===== src/rtl/ascon_permutation_iter_pkg.sv =====
// -----------------------------------------------------------------------------
// ascon_permutation_iter_pkg
// Shared types and helpers for the iterative Ascon permutation core.
//   type_state   : five 64-bit words S0..S4 (S0 maps to the top 64 bits of the
//                  flat 320-bit state ports)
//   ROUNDS_A     : round count of p^a
//   perm_state_t : controller states IDLE / RUN / DONE
//   SBOX         : 5-bit Ascon S-box, index = {S0,S1,S2,S3,S4} column bits
//   round_const  : constant added to S2[7:0] in round i
//   rotr64       : 64-bit rotate right by a constant amount
// -----------------------------------------------------------------------------
package ascon_permutation_iter_pkg;

    localparam int ROUNDS_A = 12;

    typedef logic [63:0] type_state [5];

    typedef enum logic [1:0] {
        IDLE = 2'd0,
        RUN  = 2'd1,
        DONE = 2'd2
    } perm_state_t;

    localparam logic [4:0] SBOX [32] = '{
        5'h04, 5'h0b, 5'h1f, 5'h14, 5'h1a, 5'h15, 5'h09, 5'h02,
        5'h1b, 5'h05, 5'h08, 5'h12, 5'h1d, 5'h03, 5'h06, 5'h1c,
        5'h1e, 5'h13, 5'h07, 5'h0e, 5'h00, 5'h0d, 5'h11, 5'h18,
        5'h10, 5'h0c, 5'h01, 5'h19, 5'h16, 5'h0a, 5'h0f, 5'h17
    };

    // Rounds 0..11 give 0xF0, 0xE1, ..., 0x4B.
    function automatic logic [7:0] round_const(input logic [3:0] i);
        return {4'hF - i, i};
    endfunction

    function automatic logic [63:0] rotr64(input logic [63:0] x, input int unsigned n);
        return (x >> n) | (x << (64 - n));
    endfunction

endpackage


===== src/rtl/ascon_permutation_iter_round.sv =====
// -----------------------------------------------------------------------------
// ascon_permutation_iter_round
// One purely combinational Ascon round: constant addition, bitsliced 5-bit
// substitution, per-row linear diffusion.
//   state_i  in  type_state  state entering the round
//   round_i  in  4           round index 0..11 (selects the constant)
//   state_o  out type_state  state leaving the round
// -----------------------------------------------------------------------------
module ascon_permutation_iter_round
    import ascon_permutation_iter_pkg::*;
(
    input  type_state  state_i,
    input  logic [3:0] round_i,
    output type_state  state_o
);

    // Each of the 64 columns is one 5-bit S-box input, S0 being the MSB.
    function automatic type_state substitute(input type_state s);
        type_state  t;
        logic [4:0] col;
        logic [4:0] sb;
        t = s;
        for (int c = 0; c < 64; c++) begin
            col     = {s[0][c], s[1][c], s[2][c], s[3][c], s[4][c]};
            sb      = SBOX[col];
            t[0][c] = sb[4];
            t[1][c] = sb[3];
            t[2][c] = sb[2];
            t[3][c] = sb[1];
            t[4][c] = sb[0];
        end
        return t;
    endfunction

    function automatic type_state diffuse(input type_state s);
        type_state t;
        t[0] = s[0] ^ rotr64(s[0], 19) ^ rotr64(s[0], 28);
        t[1] = s[1] ^ rotr64(s[1], 61) ^ rotr64(s[1], 39);
        t[2] = s[2] ^ rotr64(s[2], 1)  ^ rotr64(s[2], 6);
        t[3] = s[3] ^ rotr64(s[3], 10) ^ rotr64(s[3], 17);
        t[4] = s[4] ^ rotr64(s[4], 7)  ^ rotr64(s[4], 41);
        return t;
    endfunction

    type_state w_ca;
    type_state w_sb;

    always_comb begin
        w_ca          = state_i;
        w_ca[2][7:0]  = state_i[2][7:0] ^ round_const(round_i);
    end

    assign w_sb    = substitute(w_ca);
    assign state_o = diffuse(w_sb);

endmodule


===== src/rtl/ascon_permutation_iter.sv =====
// -----------------------------------------------------------------------------
// ascon_permutation_iter
// Iterative Ascon permutation: p^a (12 rounds) or p^b (ROUNDS_B rounds) on a
// 320-bit state, UNROLL rounds per clock. Latency start->done is
// N/UNROLL + 1 cycles; the load cycle applies no round.
// Parameters: UNROLL (1,2,3,6), ROUNDS_B (6 or 8; 8 needs UNROLL 1 or 2).
// Ports:
//   clock_i   in  1    rising-edge clock
//   reset_i   in  1    asynchronous active-high reset
//   start_i   in  1    launch, honoured only while ready_o=1
//   mode_i    in  1    0: p^a, 1: p^b (sampled with start_i)
//   state_i   in  320  {S0,S1,S2,S3,S4} (sampled with start_i)
//   ready_o   out 1    idle and accepting start_i
//   done_o    out 1    one-cycle pulse, state_o holds the result
//   state_o   out 320  working/result register
//   round_o   out 4    r in RUN, 12 in DONE, 0 in IDLE
// Optional macro ASCON_PERM_KEYXOR_EN adds key_i (128) and keyxor_i (1); when
// keyxor_i was set at start, the last round also XORs key_i into S3:S4.
// -----------------------------------------------------------------------------
module ascon_permutation_iter
    import ascon_permutation_iter_pkg::*;
#(
    parameter int UNROLL   = 1,
    parameter int ROUNDS_B = 6
)
(
    input  logic         clock_i,
    input  logic         reset_i,
    input  logic         start_i,
    input  logic         mode_i,
    input  logic [319:0] state_i,
`ifdef ASCON_PERM_KEYXOR_EN
    input  logic [127:0] key_i,
    input  logic         keyxor_i,
`endif
    output logic         ready_o,
    output logic         done_o,
    output logic [319:0] state_o,
    output logic [3:0]   round_o
);

    generate
        if (!(UNROLL == 1 || UNROLL == 2 || UNROLL == 3 || UNROLL == 6) ||
            !(ROUNDS_B == 6 || ROUNDS_B == 8) || (ROUNDS_B % UNROLL) != 0) begin : g_bad_cfg
            $error("ascon_permutation_iter: illegal UNROLL/ROUNDS_B combination");
        end
    endgenerate

    localparam logic [3:0] LP_STEP = 4'(UNROLL);
    localparam logic [3:0] LP_LAST = 4'(ROUNDS_A);
    localparam logic [3:0] LP_R0_B = 4'(ROUNDS_A - ROUNDS_B);

    perm_state_t r_fsm;
    perm_state_t w_fsm_nxt;
    type_state   r_state;
    logic [3:0]  r_round;
    type_state   w_state_in;
    type_state   w_state_run;
    type_state   w_chain [UNROLL+1];
    logic [3:0]  w_round_nxt;
    logic        w_last;
    logic        w_accept;

    assign w_accept    = (r_fsm == IDLE) && start_i;
    assign w_round_nxt = r_round + LP_STEP;
    assign w_last      = (w_round_nxt == LP_LAST);

    always_comb begin
        for (int i = 0; i < 5; i++) begin
            w_state_in[i] = state_i[319 - 64*i -: 64];
        end
    end

    // Round chain: instance k runs round r+k within the same clock.
    assign w_chain[0] = r_state;
    for (genvar k = 0; k < UNROLL; k++) begin : g_round
        ascon_permutation_iter_round u_round (
            .state_i (w_chain[k]),
            .round_i (r_round + 4'(k)),
            .state_o (w_chain[k+1])
        );
    end

`ifdef ASCON_PERM_KEYXOR_EN
    logic         r_keyxor;
    logic [127:0] r_key;

    always_ff @(posedge clock_i or posedge reset_i) begin
        if (reset_i) begin
            r_keyxor <= 1'b0;
        end else if (w_accept) begin
            r_keyxor <= keyxor_i;
        end
    end

    always_ff @(posedge clock_i) begin
        if (w_accept) begin
            r_key <= key_i;
        end
    end

    // Key folds into the final round's result so latency is unchanged.
    always_comb begin
        w_state_run = w_chain[UNROLL];
        if (w_last && r_keyxor) begin
            w_state_run[3] = w_chain[UNROLL][3] ^ r_key[127:64];
            w_state_run[4] = w_chain[UNROLL][4] ^ r_key[63:0];
        end
    end
`else
    assign w_state_run = w_chain[UNROLL];
`endif

    always_ff @(posedge clock_i or posedge reset_i) begin
        if (reset_i) begin
            r_state <= '{default: '0};
            r_round <= 4'd0;
        end else if (w_accept) begin
            r_state <= w_state_in;
            r_round <= mode_i ? LP_R0_B : 4'd0;
        end else if (r_fsm == RUN) begin
            r_state <= w_state_run;
            r_round <= w_round_nxt;
        end
    end

    always_ff @(posedge clock_i or posedge reset_i) begin
        if (reset_i) begin
            r_fsm <= IDLE;
        end else begin
            r_fsm <= w_fsm_nxt;
        end
    end

    always_comb begin
        w_fsm_nxt = r_fsm;
        case (r_fsm)
            IDLE:    if (start_i) w_fsm_nxt = RUN;
            RUN:     if (w_last)  w_fsm_nxt = DONE;
            DONE:    w_fsm_nxt = IDLE;
            default: w_fsm_nxt = IDLE;
        endcase
    end

    // ready_o is masked by reset_i so it stays low while reset is held.
    always_comb begin
        ready_o = 1'b0;
        done_o  = 1'b0;
        round_o = 4'd0;
        case (r_fsm)
            IDLE:    ready_o = !reset_i;
            RUN:     round_o = r_round;
            DONE: begin
                done_o  = 1'b1;
                round_o = LP_LAST;
            end
            default: ;
        endcase
    end

    assign state_o = {r_state[0], r_state[1], r_state[2], r_state[3], r_state[4]};

endmodule


===== config.mk =====
export PLATFORM = sky130hd
export DESIGN_NAME = ascon_permutation_iter
export DESIGN_NICKNAME = d
export VERILOG_FILES = /design/src/rtl/ascon_permutation_iter_pkg.sv /design/src/rtl/ascon_permutation_iter_round.sv /design/src/rtl/ascon_permutation_iter.sv
export SDC_FILE = /design/constraint.sdc
export NUM_CORES = 2
export LEC_CHECK = 0
export ABC_AREA = 1
export CAP_MARGIN = 20
export CELL_PAD_IN_SITES_DETAIL_PLACEMENT = 0
export CELL_PAD_IN_SITES_GLOBAL_PLACEMENT = 1
export CORE_AREA = 2 2 387 389
export CTS_CLUSTER_SIZE = 30
export DETAILED_ROUTE_END_ITERATION = 16
export DIE_AREA = 0 0 389 391
export GPL_TIMING_DRIVEN = 0
export PLACE_DENSITY = 0.54
export SLEW_MARGIN = 20
export SYNTH_ARGS = -nofsm -noshare
export SYNTH_HDL_FRONTEND = slang
export SYNTH_HIERARCHICAL = 1
export SYNTH_SLANG_ARGS = --single-unit

===== constraint.sdc =====
create_clock -name clock_i -period 26.2 [get_ports clock_i]
set_input_delay 7.86 -clock clock_i [delete_from_list [all_inputs] [get_ports clock_i]]
set_output_delay 7.86 -clock clock_i [all_outputs]
set_load 0.03 [all_outputs]

-- Word-level counts from Yosys, hierarchy flattened
Memories as Yosys holds them, arrays and structs flattened.
Index checks and enable logic that the tools add are counted.
- memory bits (read-only): 10240
- memories: 64
- register bits: 326
- input port bits: 324
- multiplexer cells: 139
- add/sub/neg operators: 2
- reduce and logical (&&, ||, !) cells: 5
- bitwise logic cells: 85
- order comparisons: 64
- equal/unequal tests: 5
- memory list (name ; depth ; bits a word ; rd ports ; clocked after Yosys merged registers in ; wr ports ; RTL line ; source):
    (name not given) ; 32 ; 5 ; 1 ; 0 ; 0 ; ascon_permutation_iter_round.sv:25 ; sb = SBOX[col];
    (name not given) ; 32 ; 5 ; 1 ; 0 ; 0 ; ascon_permutation_iter_round.sv:25 ;
    (name not given) ; 32 ; 5 ; 1 ; 0 ; 0 ; ascon_permutation_iter_round.sv:25 ;
    (name not given) ; 32 ; 5 ; 1 ; 0 ; 0 ; ascon_permutation_iter_round.sv:25 ;
    (name not given) ; 32 ; 5 ; 1 ; 0 ; 0 ; ascon_permutation_iter_round.sv:25 ;
    (name not given) ; 32 ; 5 ; 1 ; 0 ; 0 ; ascon_permutation_iter_round.sv:25 ;
    58 more memories ; - ; - ; - ; - ; - ; - ;
- operators by type and width (operator ; count):
    $mux W320 ; 2
    $mux W5 ; 128
    $xor A64 B64 Y64 ; 10
    $ge A6 B6 Y1 const B ; 64
    $not A5 Y6 ; 64
    $or A23 B64 Y64 ; 1
    $or A25 B64 Y64 ; 1
    $or A3 B64 Y64 ; 1
    $or A36 B64 Y64 ; 1
    $or A45 B64 Y64 ; 1
    $or A47 B64 Y64 ; 1
    $or A54 B64 Y64 ; 1
    $or A57 B64 Y64 ; 1
    $or A58 B64 Y64 ; 1
    $or A63 B64 Y64 ; 1
    $mux W4 ; 2
    $pmux W4 S2 ; 1
    $xor A8 B8 Y8 ; 1
    $add A4 B1 Y4 const B ; 1
    $eq A4 B4 Y1 const B ; 1
    $mux W2 ; 2
    $ne A2 B2 Y1 const B ; 2
    $pmux W2 S2 ; 1
    $sub A4 B4 Y4 const A ; 1
    other kinds (9) ; 10

-- Depth between registers and ports, before layout
- word-level depth: 11
- gate-level depth with buffers: 16

-- Hierarchy
Netlist, hierarchy kept.
- modules (own cells, without submodules) (module ; cells an instance ; area an instance (sq um) ; times used):
    ascon_permutation_iter_round ; 3759 ; 21997.3 ; 1
    ascon_permutation_iter ; 1803 ; 14732.9 ; 1

-- Worst setup path before layout
Ideal clock, no wire load.
- path kind: input to output
- start: input port reset_i
- end: output port ready_o
- data required time: 18.340 ns
- setup slack: 10.067 ns
- cell stages on the path: 1
- buffers on the path: 0
- data arrival time: 8.273 ns
- path through: nor2_1
- longest elaborated chain between the ends: 2
- ends and longest elaborated chain (item ; RTL line ; source):
    start: declaration ; ascon_permutation_iter.sv:28 ; input logic reset_i,
    $logic_not A1 Y1 ; ascon_permutation_iter.sv:151 ; IDLE: ready_o = !reset_i;
    $mux W1 ; ascon_permutation_iter.sv:150 ; case (r_fsm)
    end: declaration ; ascon_permutation_iter.sv:36 ; output logic ready_o,
No other way between the ends.

-- Final worst setup path
Same ends and word-level chain as after synthesis.

==> results.py <==
metrics = {
    "timing": {
        "hold_viol_final": 0,
        "finalCriticalPeriod_ns": 17.05,
        "min_period_over_period_pct": 65.1,
        "fmax_mhz": 58.7,
        "final-setup-viol-count": 0,
        "fin_tns_setup_ns": 0,
        "drv_slew": 0,
        "rsz0062_at_grt": "no",
        "fin_skew_ns": 0.0331,
        "max_slew_margin_pct": 14.4,
        "worst_pin_slew_ns": 1.28,
    },
    "global_route": {
        "grtUsageTotal_pct": 30.4,
        "antenna_found_initial": 10,
        "grt_first_pass_wirelength_um": 320000,
        "grt_start_max_net_pins": 85,
        "gr-total-overflow": 0,
        "grt_pass1_vias": 38141,
    },
    "die": {
        "ios": 650,
        "fp.dieW_um": 389,
        "coreArea_um2": 149000,
        "rows": 142,
        "initial_core_util_pct": 24.7,
        "die_y_um": 391,
        "dieArea_um2": 152000,
    },
    "clock_tree": {
        "path_clk_slew_ns": 0.06,
        "cts_buffers": 49,
        "cts_setup_buffers": 0,
        "clockRootBuffer": "clkbuf_16",
        "clock_latency_ns": 0.67,
        "cts_sinks": 326,
        "cts.path.max_buffers": 3,
        "htree_levels": 2,
        "cts_hold_buffers": 0,
        "cts_tree": "built",
        "cts-resized-gates": 0,
    },
    "finish": {
        "synthToLayoutAreaGrowth_pct": 29.9,
        "multi_input_area_um2": 25900,
        "drive_gt1_share_pct": 6.75,
        "n_fill_cell": 16423,
        "nets": 6954,
        "fin_area_um2": 47700,
        "ff_latch_area_um2": 8160,
    },
    "setup_path": {
        "start_kind": "input port",
        "path_cells": "clkdlybuf4s50_1 -> nor2_1 -> clkdlybuf4s50_1",
        "reg2reg_depth": 8,
        "crit_path_end_kind": "output pin",
        "crit_top_cell": "clkdlybuf4s50_1",
        "max_stage_delay_ns": 0.67,
        "path_max_fanout": 2,
        "crit_required_ns": 18.34,
        "reg2reg_from": "state_o[177]$_DFFE_PP0P_",
        "arrival_ns": 9.19,
        "reg2reg_to": "state_o[305]$_DFFE_PP0P_",
        "cp_slowest_cell": "clkdlybuf4s50_1",
        "crit_type": "input port to output pin",
        "r2r_setup_slack_ns": 22.84,
    },
    "logic_synthesis": {
        "yosys.area.top_type": "dfrtp_1",
        "synthCells": 5562,
        "synth_edf_count": 0,
        "synth.most_common_cell": "nand2_1",
        "synth_area_um2": 36700,
        "async_flop_share_pct": 100,
        "synth_area_leaders": "dfrtp_1 22%, nand2_1 21%, nand3_1 13%",
        "yosysUniqueCellTypes": 44,
        "synth_seq_area_share_pct": 22.2,
        "synth-seq-cells": 326,
        "synth_fp_nets": 6240,
        "synthTopCellsByCount": "2059 x nand2_1, 928 x nand3_1, 520 x inv_1",
        "avgSynthCellArea_um2": 6.60,
        "ys_warn_count": 6,
        "synth.top_cell.area_share_pct": 22.2,
        "ys.flop_type": "dfrtp_1",
    },
    "detailed_routing": {
        "dr.pass1.iters": 6,
        "vias_per_cell": 4.96,
        "post_drt_wl_per_cell_um": 29.0,
        "vias": 40980,
        "drcViolationCount": 0,
        "drtAntennaViolNets": 0,
        "finalWirelength_um": 240000,
        "drt_iter0_markers": 3954,
    },
    "outcome": {
        "status": "finished clean",
    },
    "placed_design": {
        "gp_congestion": 1.01,
        "portBuffers": 649,
        "placed_cell_area_um2": 46000,
        "hpwl_um": 205000,
    },
    "worst_hold_path": {
        "min_path_cells": 2,
        "hp-start": "r_fsm[1]$_DFFE_PP0P_",
        "whs_endpoint": "r_fsm[1]$_DFFE_PP0P_",
        "hp-class": "flop to flop",
    },
    "run": {
        "maxCapViolCount": 0,
    },
}
[how the worst max path moves through the flow]
stage	depth (start not counted)	to	slack (ns)	start
3_5_place_dp	3	ready_o	9.14	reset_i
2_1_floorplan	1	r_fsm[0]$_DFFE_PP0P_	9.31	reset_i
5_1_grt	3	ready_o	9.12	reset_i
4_1_cts	3	ready_o	9.14	reset_i
6_report	3	ready_o	9.15	reset_i
3_3_place_gp	2	state_o[158]$_DFFE_PP0P_	2.41	reset_i
[through the flow]
step | cells | util, % | setup WS (ns) | hold WS [ns]
finish | 8267 | 32.1 | 9.15 | 0.506
global route | 8259 | 32.1 | 9.12 | 0.574
CTS | 8259 | 32.1 | 9.14 | 0.514
detailed placement | 8169 | 31.0 | 9.14 | 0.502
global placement | 8155 | 30.7 | 2.41 | 0.489
floorplan | 5562 | - | 9.31 | 0.467
[flip-flops by register name (all words and copies together) (netlist names)]
name and flops:
r_round 4, r_fsm 2, state_o 320
[cell type report]
class	instances	share of cell area (%)
diodes	8	0.0419
plain buffers	141	1.42
clock buffers	65	2.95
clock inverters	25	0.666
inverters	547	4.32
multi-input cells	4548	54.4
flip-flops and latches	326	17.1
well taps	1944	5.10
repair buffers	663	14.0
[cell families (layout without fill, tap and decap cells)]
| family | after synthesis | count (layout) | synth area share [%] |
|---|---|---|---|
| buf+inv | 688 | 1441 | 7.44 |
| xor+xnor | 595 | 595 | 15.4 |
| compound gates | 379 | 379 | 6.18 |
| other cells | 0 | 8 | 0 |
| fa+ha+maj | 354 | 354 | 12.1 |
| simple gates | 3220 | 3220 | 36.7 |
| flops | 326 | 326 | 22.2 |
[routing by layer]
layer  vias up  global-route usage, %  wire, um
li1      19122                      -         -
met4         2                   11.2      9760
met5         -                      0        13
met1     19936                   40.3    104000
met2      1637                   50.2    111000
met3       283                   4.18     15800
[critical path: cells and delay by family]
family / cells / cell delay, ns
buffers and inverters: 2 / 1.19
AND/OR/NAND/NOR: 1 / 0.14
[layout by cell type, fill, tap and decap left out, drive strengths merged]
cell type	n
xnor2	275
o211ai	26
xor2	320
o21a	1
ha	354
nor2	139
clkdlybuf4s50	649
or2	33
nand2	2088
a21boi	3
o31ai	1
clkbuf	96
o2111ai	2
o21ai	231
nor3	8
a31oi	23
and2	1
bufinv	6
a21oi	81
nand3b	6
buf	124
clkinv	10
inv	551
clkinvlp	5
nand4	17
nand3	928
a22oi	2
o21bai	7
dfrtp	326
o22ai	2
diode	8
Power is not shown: default switching activity piles up to over one toggle a cycle in this logic, so the estimate is an artifact.
